## config.mk

```make
export PLATFORM = sky130hd
export DESIGN_NAME = ddr5_cmd_scheduler_flat
export DESIGN_NICKNAME = d
export VERILOG_FILES = /design/src/rtl/ddr5_cmd_scheduler_if.sv /design/src/rtl/ddr5_cmd_scheduler.sv /design/src/flat_wrapper.sv
export SDC_FILE = /design/constraint.sdc
export NUM_CORES = 2
export LEC_CHECK = 0
export ABC_AREA = 1
export BUFFER_PORTS_ARGS = -buffer_cell sky130_fd_sc_hd__buf_2
export CAP_MARGIN = 20
export CORE_MARGIN = 1
export CORE_UTILIZATION = 55
export DETAILED_ROUTE_END_ITERATION = 8
export GPL_TIMING_DRIVEN = 0
export HOLD_SLACK_MARGIN = 0.12
export PLACE_DENSITY = 0.73
export SLEW_MARGIN = 10
export SYNTH_ARGS = -nofsm -noshare
export SYNTH_HDL_FRONTEND = slang
export SYNTH_SLANG_ARGS = --single-unit
```

## constraint.sdc

```tcl
create_clock -name clk -period 2.8 [get_ports clk]
set_input_delay 0.56 -clock clk [delete_from_list [all_inputs] [get_ports clk]]
set_output_delay 0.56 -clock clk [all_outputs]
set_load 0.03 [all_outputs]
```

## src/rtl/ddr5_cmd_scheduler_if.sv

```systemverilog
// rtl/ddr5_cmd_scheduler_if.sv - request-queue / DRAM command-bus bundle for ddr5_cmd_scheduler
interface ddr5_cmd_scheduler_if;
  logic        req_valid;
  logic [1:0]  req_op;
  logic [33:0] req_addr;
  logic        req_ready;
  logic        cmd_valid;
  logic [2:0]  cmd_type;
  logic [2:0]  cmd_bg;
  logic [1:0]  cmd_ba;
  logic [15:0] cmd_row;
  logic [9:0]  cmd_col;
  logic        done;
  logic [1:0]  done_op;

  modport master (
    output req_valid, req_op, req_addr,
    input  req_ready, cmd_valid, cmd_type, cmd_bg, cmd_ba, cmd_row, cmd_col, done, done_op
  );

  modport slave (
    input  req_valid, req_op, req_addr,
    output req_ready, cmd_valid, cmd_type, cmd_bg, cmd_ba, cmd_row, cmd_col, done, done_op
  );
endinterface

```

## src/rtl/ddr5_cmd_scheduler.sv

```systemverilog
// rtl/ddr5_cmd_scheduler.sv - in-order DDR5 PRE/ACT/CAS sequencer with per-bank open-row tracking
// Define CLOSED_PAGE_EN for the auto-precharge (RDA/WRA) closed-page policy.
module ddr5_cmd_scheduler #(
  parameter int T_RCD   = 39,
  parameter int T_RP    = 39,
  parameter int T_RAS   = 76,
  parameter int T_CL    = 40,
  parameter int T_CWL   = 38,
  parameter int T_BURST = 8
) (
  input logic                 clk,
  input logic                 rst_n,
  ddr5_cmd_scheduler_if.slave bus_io
);

  localparam logic [2:0] CMD_NOP = 3'd0;
  localparam logic [2:0] CMD_ACT = 3'd1;
  localparam logic [2:0] CMD_PRE = 3'd2;
`ifdef CLOSED_PAGE_EN
  localparam logic [2:0] CMD_RD  = 3'd5;
  localparam logic [2:0] CMD_WR  = 3'd6;
  localparam int         DATA_EXTRA = T_RP;
`else
  localparam logic [2:0] CMD_RD  = 3'd3;
  localparam logic [2:0] CMD_WR  = 3'd4;
  localparam int         DATA_EXTRA = 0;
`endif

  localparam int RD_SUM = T_CL + T_BURST + DATA_EXTRA;
  localparam int WR_SUM = T_CWL + T_BURST + DATA_EXTRA;

  localparam logic [7:0] RP_LOAD  = 8'(T_RP - 1);
  localparam logic [7:0] RCD_LOAD = 8'(T_RCD - 1);
  localparam logic [7:0] RD_LOAD  = 8'(RD_SUM - 1);
  localparam logic [7:0] WR_LOAD  = 8'(WR_SUM - 1);
  localparam logic [7:0] RAS_LOAD = 8'(T_RAS);

  if (T_RCD < 1 || T_RCD > 255 || T_RP < 1 || T_RP > 255 || T_RAS < 0 || T_RAS > 255 ||
      T_BURST < 1 || RD_SUM > 255 || WR_SUM > 255 || T_CL + T_BURST + T_RP > 255) begin : g_param_check
    $error("ddr5_cmd_scheduler: timing parameters do not fit the 8-bit counters");
  end

  typedef enum logic [2:0] {
    S_IDLE, S_CHECK, S_PRE, S_ACT, S_CAS, S_WAIT_RP, S_WAIT_RCD, S_WAIT_DATA
  } state_e;

  state_e       state_q, state_d;
  logic [7:0]   wait_q, wait_d;
  logic [1:0]   op_q;
  logic [2:0]   bg_q;
  logic [1:0]   ba_q;
  logic [15:0]  row_q;
  logic [9:0]   col_q;
  logic [31:0]  open_q;
  logic [15:0]  row_tab_q [32];
  logic [7:0]   tras_q    [32];

  logic         req_ready_q;
  logic         cmd_valid_q;
  logic [2:0]   cmd_type_q;
  logic [2:0]   cmd_bg_q;
  logic [1:0]   cmd_ba_q;
  logic [15:0]  cmd_row_q;
  logic [9:0]   cmd_col_q;
  logic         done_q;
  logic [1:0]   done_op_q;

  logic         accept;
  logic         do_pre, do_act, do_cas, fin;
  logic [4:0]   bank;
  logic         unused_addr;

  assign accept      = (state_q == S_IDLE) && req_ready_q && bus_io.req_valid;
  assign bank        = {bg_q, ba_q};
  assign unused_addr = ^{bus_io.req_addr[6], bus_io.req_addr[1:0]};

  // Commands leaving a wait state are issued on the same edge the counter is seen at zero,
  // so ACT->CAS and PRE->ACT spacing equals the timing parameter exactly.
  always_comb begin
    state_d = state_q;
    wait_d  = wait_q;
    do_pre  = 1'b0;
    do_act  = 1'b0;
    do_cas  = 1'b0;
    fin     = 1'b0;
    case (state_q)
      S_IDLE:  if (accept) state_d = S_CHECK;
      S_CHECK: begin
        if (open_q[bank] && row_tab_q[bank] == row_q) state_d = S_CAS;
`ifdef CLOSED_PAGE_EN
        else state_d = S_ACT;
`else
        else if (!open_q[bank]) state_d = S_ACT;
        // tRAS counter reaches zero on this edge, so PRE lands T_RAS+1 after ACT
        else if (tras_q[bank] <= 8'd1) state_d = S_PRE;
`endif
      end
      S_PRE:   do_pre = 1'b1;
      S_ACT:   do_act = 1'b1;
      S_CAS:   do_cas = 1'b1;
      S_WAIT_RP: begin
        if (wait_q == 8'd0) do_act = 1'b1;
        else wait_d = wait_q - 8'd1;
      end
      S_WAIT_RCD: begin
        if (wait_q == 8'd0) do_cas = 1'b1;
        else wait_d = wait_q - 8'd1;
      end
      S_WAIT_DATA: begin
        if (wait_q == 8'd0) begin
          fin     = 1'b1;
          state_d = S_IDLE;
        end else begin
          wait_d = wait_q - 8'd1;
        end
      end
      default: state_d = S_IDLE;
    endcase
    if (do_pre) begin
      state_d = S_WAIT_RP;
      wait_d  = RP_LOAD;
    end
    if (do_act) begin
      state_d = S_WAIT_RCD;
      wait_d  = RCD_LOAD;
    end
    if (do_cas) begin
      state_d = S_WAIT_DATA;
      wait_d  = (op_q == 2'd1) ? WR_LOAD : RD_LOAD;
    end
  end

  always_ff @(posedge clk) begin
    if (!rst_n) begin
      state_q     <= S_IDLE;
      wait_q      <= 8'd0;
      op_q        <= 2'd0;
      bg_q        <= 3'd0;
      ba_q        <= 2'd0;
      row_q       <= 16'd0;
      col_q       <= 10'd0;
      open_q      <= 32'd0;
      req_ready_q <= 1'b0;
      cmd_valid_q <= 1'b0;
      cmd_type_q  <= CMD_NOP;
      cmd_bg_q    <= 3'd0;
      cmd_ba_q    <= 2'd0;
      cmd_row_q   <= 16'd0;
      cmd_col_q   <= 10'd0;
      done_q      <= 1'b0;
      done_op_q   <= 2'd0;
      for (int i = 0; i < 32; i++) begin
        row_tab_q[i] <= 16'd0;
        tras_q[i]    <= 8'd0;
      end
    end else begin
      state_q     <= state_d;
      wait_q      <= wait_d;
      req_ready_q <= (state_q == S_IDLE) && !accept;
      if (accept) begin
        op_q  <= bus_io.req_op;
        bg_q  <= bus_io.req_addr[9:7];
        ba_q  <= bus_io.req_addr[11:10];
        row_q <= bus_io.req_addr[33:18];
        col_q <= {bus_io.req_addr[17:12], bus_io.req_addr[5:2]};
      end

      for (int i = 0; i < 32; i++) begin
        if (tras_q[i] != 8'd0) tras_q[i] <= tras_q[i] - 8'd1;
      end

      cmd_valid_q <= do_pre | do_act | do_cas;
      cmd_type_q  <= CMD_NOP;
      if (do_pre | do_act | do_cas) begin
        cmd_bg_q  <= bg_q;
        cmd_ba_q  <= ba_q;
        cmd_row_q <= row_q;
        cmd_col_q <= col_q;
      end
      if (do_pre) begin
        cmd_type_q   <= CMD_PRE;
        open_q[bank] <= 1'b0;
      end
      if (do_act) begin
        cmd_type_q      <= CMD_ACT;
        open_q[bank]    <= 1'b1;
        row_tab_q[bank] <= row_q;
        tras_q[bank]    <= RAS_LOAD;
      end
      if (do_cas) begin
        cmd_type_q <= (op_q == 2'd1) ? CMD_WR : CMD_RD;
`ifdef CLOSED_PAGE_EN
        open_q[bank] <= 1'b0;
`endif
      end

      done_q <= fin;
      if (fin) done_op_q <= op_q;
    end
  end

  assign bus_io.req_ready = req_ready_q;
  assign bus_io.cmd_valid = cmd_valid_q;
  assign bus_io.cmd_type  = cmd_type_q;
  assign bus_io.cmd_bg    = cmd_bg_q;
  assign bus_io.cmd_ba    = cmd_ba_q;
  assign bus_io.cmd_row   = cmd_row_q;
  assign bus_io.cmd_col   = cmd_col_q;
  assign bus_io.done      = done_q;
  assign bus_io.done_op   = done_op_q;

endmodule
```

## src/flat_wrapper.sv

```systemverilog
// flat-port wrapper written by rule: the top's interface ports become plain ports
module ddr5_cmd_scheduler_flat 
#(
  parameter int T_RCD   = 39,
  parameter int T_RP    = 39,
  parameter int T_RAS   = 76,
  parameter int T_CL    = 40,
  parameter int T_CWL   = 38,
  parameter int T_BURST = 8
)
  (clk, rst_n, bus_io_req_valid, bus_io_req_op, bus_io_req_addr, bus_io_req_ready, bus_io_cmd_valid, bus_io_cmd_type, bus_io_cmd_bg, bus_io_cmd_ba, bus_io_cmd_row, bus_io_cmd_col, bus_io_done, bus_io_done_op);
  ddr5_cmd_scheduler_if bus_io_i ();
  input logic clk;
  input logic rst_n;
  input wire logic [$bits(bus_io_i.req_valid)-1:0] bus_io_req_valid;
  input wire logic [$bits(bus_io_i.req_op)-1:0] bus_io_req_op;
  input wire logic [$bits(bus_io_i.req_addr)-1:0] bus_io_req_addr;
  output wire logic [$bits(bus_io_i.req_ready)-1:0] bus_io_req_ready;
  output wire logic [$bits(bus_io_i.cmd_valid)-1:0] bus_io_cmd_valid;
  output wire logic [$bits(bus_io_i.cmd_type)-1:0] bus_io_cmd_type;
  output wire logic [$bits(bus_io_i.cmd_bg)-1:0] bus_io_cmd_bg;
  output wire logic [$bits(bus_io_i.cmd_ba)-1:0] bus_io_cmd_ba;
  output wire logic [$bits(bus_io_i.cmd_row)-1:0] bus_io_cmd_row;
  output wire logic [$bits(bus_io_i.cmd_col)-1:0] bus_io_cmd_col;
  output wire logic [$bits(bus_io_i.done)-1:0] bus_io_done;
  output wire logic [$bits(bus_io_i.done_op)-1:0] bus_io_done_op;
  assign bus_io_i.req_valid = bus_io_req_valid;
  assign bus_io_i.req_op = bus_io_req_op;
  assign bus_io_i.req_addr = bus_io_req_addr;
  assign bus_io_req_ready = bus_io_i.req_ready;
  assign bus_io_cmd_valid = bus_io_i.cmd_valid;
  assign bus_io_cmd_type = bus_io_i.cmd_type;
  assign bus_io_cmd_bg = bus_io_i.cmd_bg;
  assign bus_io_cmd_ba = bus_io_i.cmd_ba;
  assign bus_io_cmd_row = bus_io_i.cmd_row;
  assign bus_io_cmd_col = bus_io_i.cmd_col;
  assign bus_io_done = bus_io_i.done;
  assign bus_io_done_op = bus_io_i.done_op;
  ddr5_cmd_scheduler #(.T_RCD(T_RCD), .T_RP(T_RP), .T_RAS(T_RAS), .T_CL(T_CL), .T_CWL(T_CWL), .T_BURST(T_BURST)) u_core (.clk(clk), .rst_n(rst_n), .bus_io(bus_io_i));
endmodule
```

After elaboration in Yosys (flattened, before gate mapping)
Memories as Yosys holds them, arrays and structs flattened. A register that Yosys moved wholly into a read port is not among the register bits.
Cells that the tools add are included.
W data, S select, Z words.
{"block": "op_classes", "reduce_logical": 46, "mux": 170, "magnitude_cmp": 3, "add_sub_neg": 33, "bitwise_logic": 37, "eq_ne": 13}
{"op": "$mux W8", "count": 37}
{"op": "$sub A8 B1 Y8 const B", "count": 33}
{"op": "$reduce_bool A8 Y1", "count": 32}
{"op": "$mux W1", "count": 106}
{"op": "$mux W32", "count": 3}
{"op": "$or A1 B1 Y1", "count": 34}
{"op": "$and A32 B32 Y32", "count": 1}
{"op": "$not A32 Y32", "count": 1}
{"op": "$or A32 B32 Y32", "count": 1}
{"op": "$mux W3", "count": 10}
{"op": "$mux W5", "count": 5}
{"op": "$eq A16 B16 Y1", "count": 1}
{"op": "$mux W16", "count": 1}
{"op": "$reduce_or A16 Y1", "count": 1}
{"op": "$eq A3 B3 Y1 const B", "count": 4}
{"op": "$ne A5 B1 Y1 const B", "count": 2}
{"op": "$pmux W3 S3", "count": 1}
{"op": "$le A8 B1 Y1 const B", "count": 1}
{"op": "$logic_not A8 Y1", "count": 1}
{"op": "$ne A7 B3 Y1 const B", "count": 1}
{"op": "$eq A3 B2 Y1 const B", "count": 2}
{"op": "$lt A5 B6 Y1 const B", "count": 1}
{"op": "$mux W2", "count": 3}
{"op": "$reduce_bool A6 Y1", "count": 1}
{"op": "other kinds (14)", "count": 19}
{"block": "totals", "memories": 2, "ram_bits": 768, "elab_cells": 321, "out_inout_bits": 39, "input_bits": 39, "regBits": 115}
{"memory": "u_core.row_tab_q", "depth": 32, "word_bits": 16, "read_ports": 1, "rd_ports_with_merged_regs": 1, "wr": 32, "line": "ddr5_cmd_scheduler.sv:55", "source": "logic [15:0] row_tab_q [32];"}
{"memory": "u_core.tras_q", "depth": 32, "word_bits": 8, "read_ports": 33, "rd_ports_with_merged_regs": 1, "wr": 33, "line": "ddr5_cmd_scheduler.sv:56", "source": "logic [7:0] tras_q [32];"}

Depth between registers and ports, before layout
{"block": "depth", "ltp_word": 10, "depth_mapped": 23, "mapped_depth_nobuf": 20}

Least setup slack after synthesis
OpenSTA, ideal clock, no wires.
{"block": "synth_timing", "path_kind": "input to register", "startpoint": "in rst_n", "endpoint": "mem u_core.row_tab_q[15][0] (enable)", "setup_time_ps": 364, "path_stages": 6, "slack_ps": 467, "arrival_time_ps": 1970, "cell_sequence": "inv_1 -> clkbuf_1 -> buf_1 -> clkbuf_1 -> nor2_1 -> inv_1"}
{"element": "start, declared", "line": "flat_wrapper.sv:14", "source": "input logic rst_n;"}
{"element": "end, declared", "line": "ddr5_cmd_scheduler.sv:55"}

==> flow_summary.yaml <==
clocking:
  clk_path_buf_depth: 3
  clkTransAtPathRegs_ps: 60
  cts_tree: "yes"
  clk_latency_ps: 680
  numCtsBuffers: 92
  cts-root-buf: "clkbuf_16"
  cts.htree.levels: 3
  clock-sinks: 888
  holdBufCountCts: 0
pwr:
  ir_drop_v: 0.000709
  power_density_nw_per_um2: 974
  pwr-share-seq: 0.362
  swShare: 0.388
  power.leakage_uw: 0.0208
  p_comb_frac: 0.370
  p_int_uw: 29300
  power_frac_clock: 0.268
  p_switching_uw: 18600
floorplan:
  die_h_um: 278
  die_area_um2: 77500
  die_width_um: 278
  initial_utilization: 0.560
  num_io_pins: 78
  rows: 100
  core_area_um2: 75100
place:
  place_inst: 6140
  routabilityCongestion: 1.01
  post-dp-hpwl_mm: 104
  place.port_buffers: 74
  dp_slack_ps: -1520
synthesis:
  ys_types: 48
  synth_edf_count: 512
  synth.most_common_cell: "nand2_1"
  yosys_warnings: 0
  ys_top_cells_by_count: "nand2_1, nor2_1, inv_1"
  ys_seq_elements: 888
  syn_inst: 5096
  yosysTopAreaCell: "edfxtp_1"
  netlist_area_um2: 42000
  synth.net_count: 5187
  ys_seq_area_frac: 0.545
  avgSynthCellArea_um2: 8.25
  async_reset_ff_frac: 0
  yosys_most_used_dff: "edfxtp_1"
  yosysTopAreaCellShare: 0.366
  ys_top_cells_by_area: "edfxtp_1, dfxtp_1, nand2_1"
critical_path:
  r2r-start: "u_core.wait_q[0]$_SDFFE_PN0P_"
  endpoint_kind: "register"
  start_kind: "input pin"
  crit_path_max_fanout: 10
  endpoint: "u_core.tras_q[26][3]$_SDFFE_PP1P_"
  ff2ff_setup_slack_ps: -10
  required_ps: 3310
  rr_worst_depth: 13
  critPathKind: "input pin to register"
  worst_r2r_endpoint: "u_core.row_tab_q[23][13]$_SDFFCE_PN0P_"
  critPathArrivalTime_ps: 3490
  critPathLaunch: "rst_n"
finish:
  nNetsFinal: 5426
  fin_cells: 6385
  drive_above_1_share: 0.119
  fill_cells: 6179
  areaGrowthSynthToFinish_pct: 16.9
routing:
  drt_first_pass_iters: 9
  wl_per_cell_um: 23.8
  vias: 38000
  post_drt_via_cell_ratio: 5.95
  antenna_left: 0
  drtIter0Drc: 6081
  totalWireLength_mm: 152
  drc_errors: 3
sta:
  maxSlewHeadroom: 0.149
  setup_viol: 125
  max_freq_mhz: 335
  drv_slew: 0
  fin_crit_sh: 1.06
  fin_crit_ps: 2980
  skew_ps: 31.2
  worst_slack_ps: -181
  hold_viol: 0
  tightest_slew_ps: 1280
  rsz0062_at_grt: "yes"
min_path:
  hold_path.class: "input pin to register"
grt:
  antenna_found_initial: 4
  track_usage: 0.380
  grt_max_degree: 18
  grt_pass1_wl_mm: 216
  grt_pass1_vias: 34600
  grt-ovfl-total: 0
outcome:
  violations: "DRC, setup timing"
  status: "finished, violations left"
run:
  maxCapViolCount: 0
[cell families (layout without fill, tap and decap cells)]
group,after synthesis,count (layout),share of synthesized area
fa+ha+maj,52,52,0.0155
xor+xnor,91,91,0.0190
mux,5,5,0.00119
buf+inv,920,1238,0.0911
simple gates,2582,2582,0.253
flops,888,888,0.545
other cells,0,2,0
compound gates,558,558,0.0748
[worst min path at each step]
stage,start,end,slack [ps],depth (start not counted)
global placement,u_core.tras_q[28][7]$_SDFFE_PP0P_,u_core.tras_q[28][7]$_SDFFE_PP0P_,430,1
floorplan,u_core.tras_q[28][7]$_SDFFE_PP0P_,u_core.tras_q[28][7]$_SDFFE_PP0P_,410,1
detailed placement,u_core.tras_q[28][7]$_SDFFE_PP0P_,u_core.tras_q[28][7]$_SDFFE_PP0P_,430,1
CTS,bus_io_req_addr[21],u_core.row_q[3]$_SDFFE_PN0P_,170,3
finish,bus_io_req_addr[21],u_core.row_q[3]$_SDFFE_PN0P_,180,3
global route,bus_io_req_addr[3],u_core.col_q[1]$_SDFFE_PN0P_,210,3
[worst max-delay path, cell delays in order]
cell	delay, ps
buf_2	120
inv_1	270
clkbuf_1	650
buf_1	850
clkbuf_1	810
o21ai_0	210
[power by group through the flow]
stage          sequential, uW  clock (uW)  combinational [uW]
2_1_floorplan           17500           0               11300
3_3_place_gp            17500           0               15600
3_5_place_dp            17500           0               16000
4_1_cts                 17300       12800               16400
5_1_grt                 17500       13200               19400
6_report                17300       12800               17700
[cell type report]
class / count / area [um^2] / area share
diodes: 2 / 5.00 / 0.000102
plain buffers: 280 / 2220 / 0.0451
clock buffers: 129 / 2570 / 0.0523
clock inverters: 44 / 541 / 0.0110
inverters: 640 / 2550 / 0.0519
multi-input cells: 3288 / 15800 / 0.322
flip-flops and latches: 888 / 22900 / 0.466
well taps: 969 / 1210 / 0.0247
repair buffers: 145 / 1320 / 0.0268
[stage by stage]
stage                     power [uW]  TNS, ps  utilization  instance area [um^2]  hold WS [ps]
after detailed placement       33500  -417710        0.581                 43600           434
after floorplan                28700        0            -                 42000           414
after global placement         33100  -417420        0.581                 43600           425
after CTS                      46500    -5690        0.638                 47900           170
final                          47900    -7340        0.655                 49100           178
after global routing           50100   -12040        0.654                 49100           208
[metal layers]
| metal | GRT usage | share of wire |
|---|---|---|
| met1 | 0.485 | 0.36 |
| met2 | 0.574 | 0.43 |
| met3 | 0.0895 | 0.13 |
| met4 | 0.263 | 0.077 |
| met5 | 0 | 0.0011 |
[cell usage in the layout (no fill, tap or decap), types with 7 or more instances in the layout]
cell	count
a21oi_1	127
a22oi_1	16
a31oi_1	13
buf_12	51
buf_2	119
buf_4	54
buf_6	36
buf_8	20
bufinv_16	12
clkbuf_1	113
clkbuf_16	101
clkbuf_2	36
clkbuf_4	12
clkinv_1	30
clkinv_2	12
clkinvlp_4	35
dfxtp_1	374
edfxtp_1	512
ha_1	52
inv_1	582
nand2_1	959
nand2_2	14
nand3_1	488
nand3_2	37
nand4_1	30
nor2_1	878
nor2_2	31
nor2_4	18
nor3_1	83
nor4_1	7
o211ai_1	48
o21ai_0	284
o21ai_1	7
o31ai_1	31
or2_2	16
xnor2_1	28
xor2_1	63
[sequential cells by signal, indices dropped and copies added, names as in the netlist, 3 cells and up, named ones only]
| name | flops |
|---|---|
| u_core.bus_io.cmd_type | 3 |
| u_core.bus_io.cmd_bg | 3 |
| u_core.wait_q | 8 |
| u_core.bus_io.cmd_col | 10 |
| u_core.bg_q | 3 |
| u_core.row_tab_q | 512 |
| u_core.open_q | 32 |
| u_core.row_q | 16 |
| u_core.col_q | 10 |
| u_core.state_q | 3 |
| u_core.bus_io.cmd_row | 16 |
| u_core.tras_q | 256 |
[what timing repair did]
action,4_1_cts,5_1_grt
pin swaps,1,19
buffers inserted,47,17
setup endpoints to repair,720,840
cloned,0,6
resized for setup,195,296
hold endpoints to repair,0,0
No activity file was read; power rests on OpenSTA's default activity.
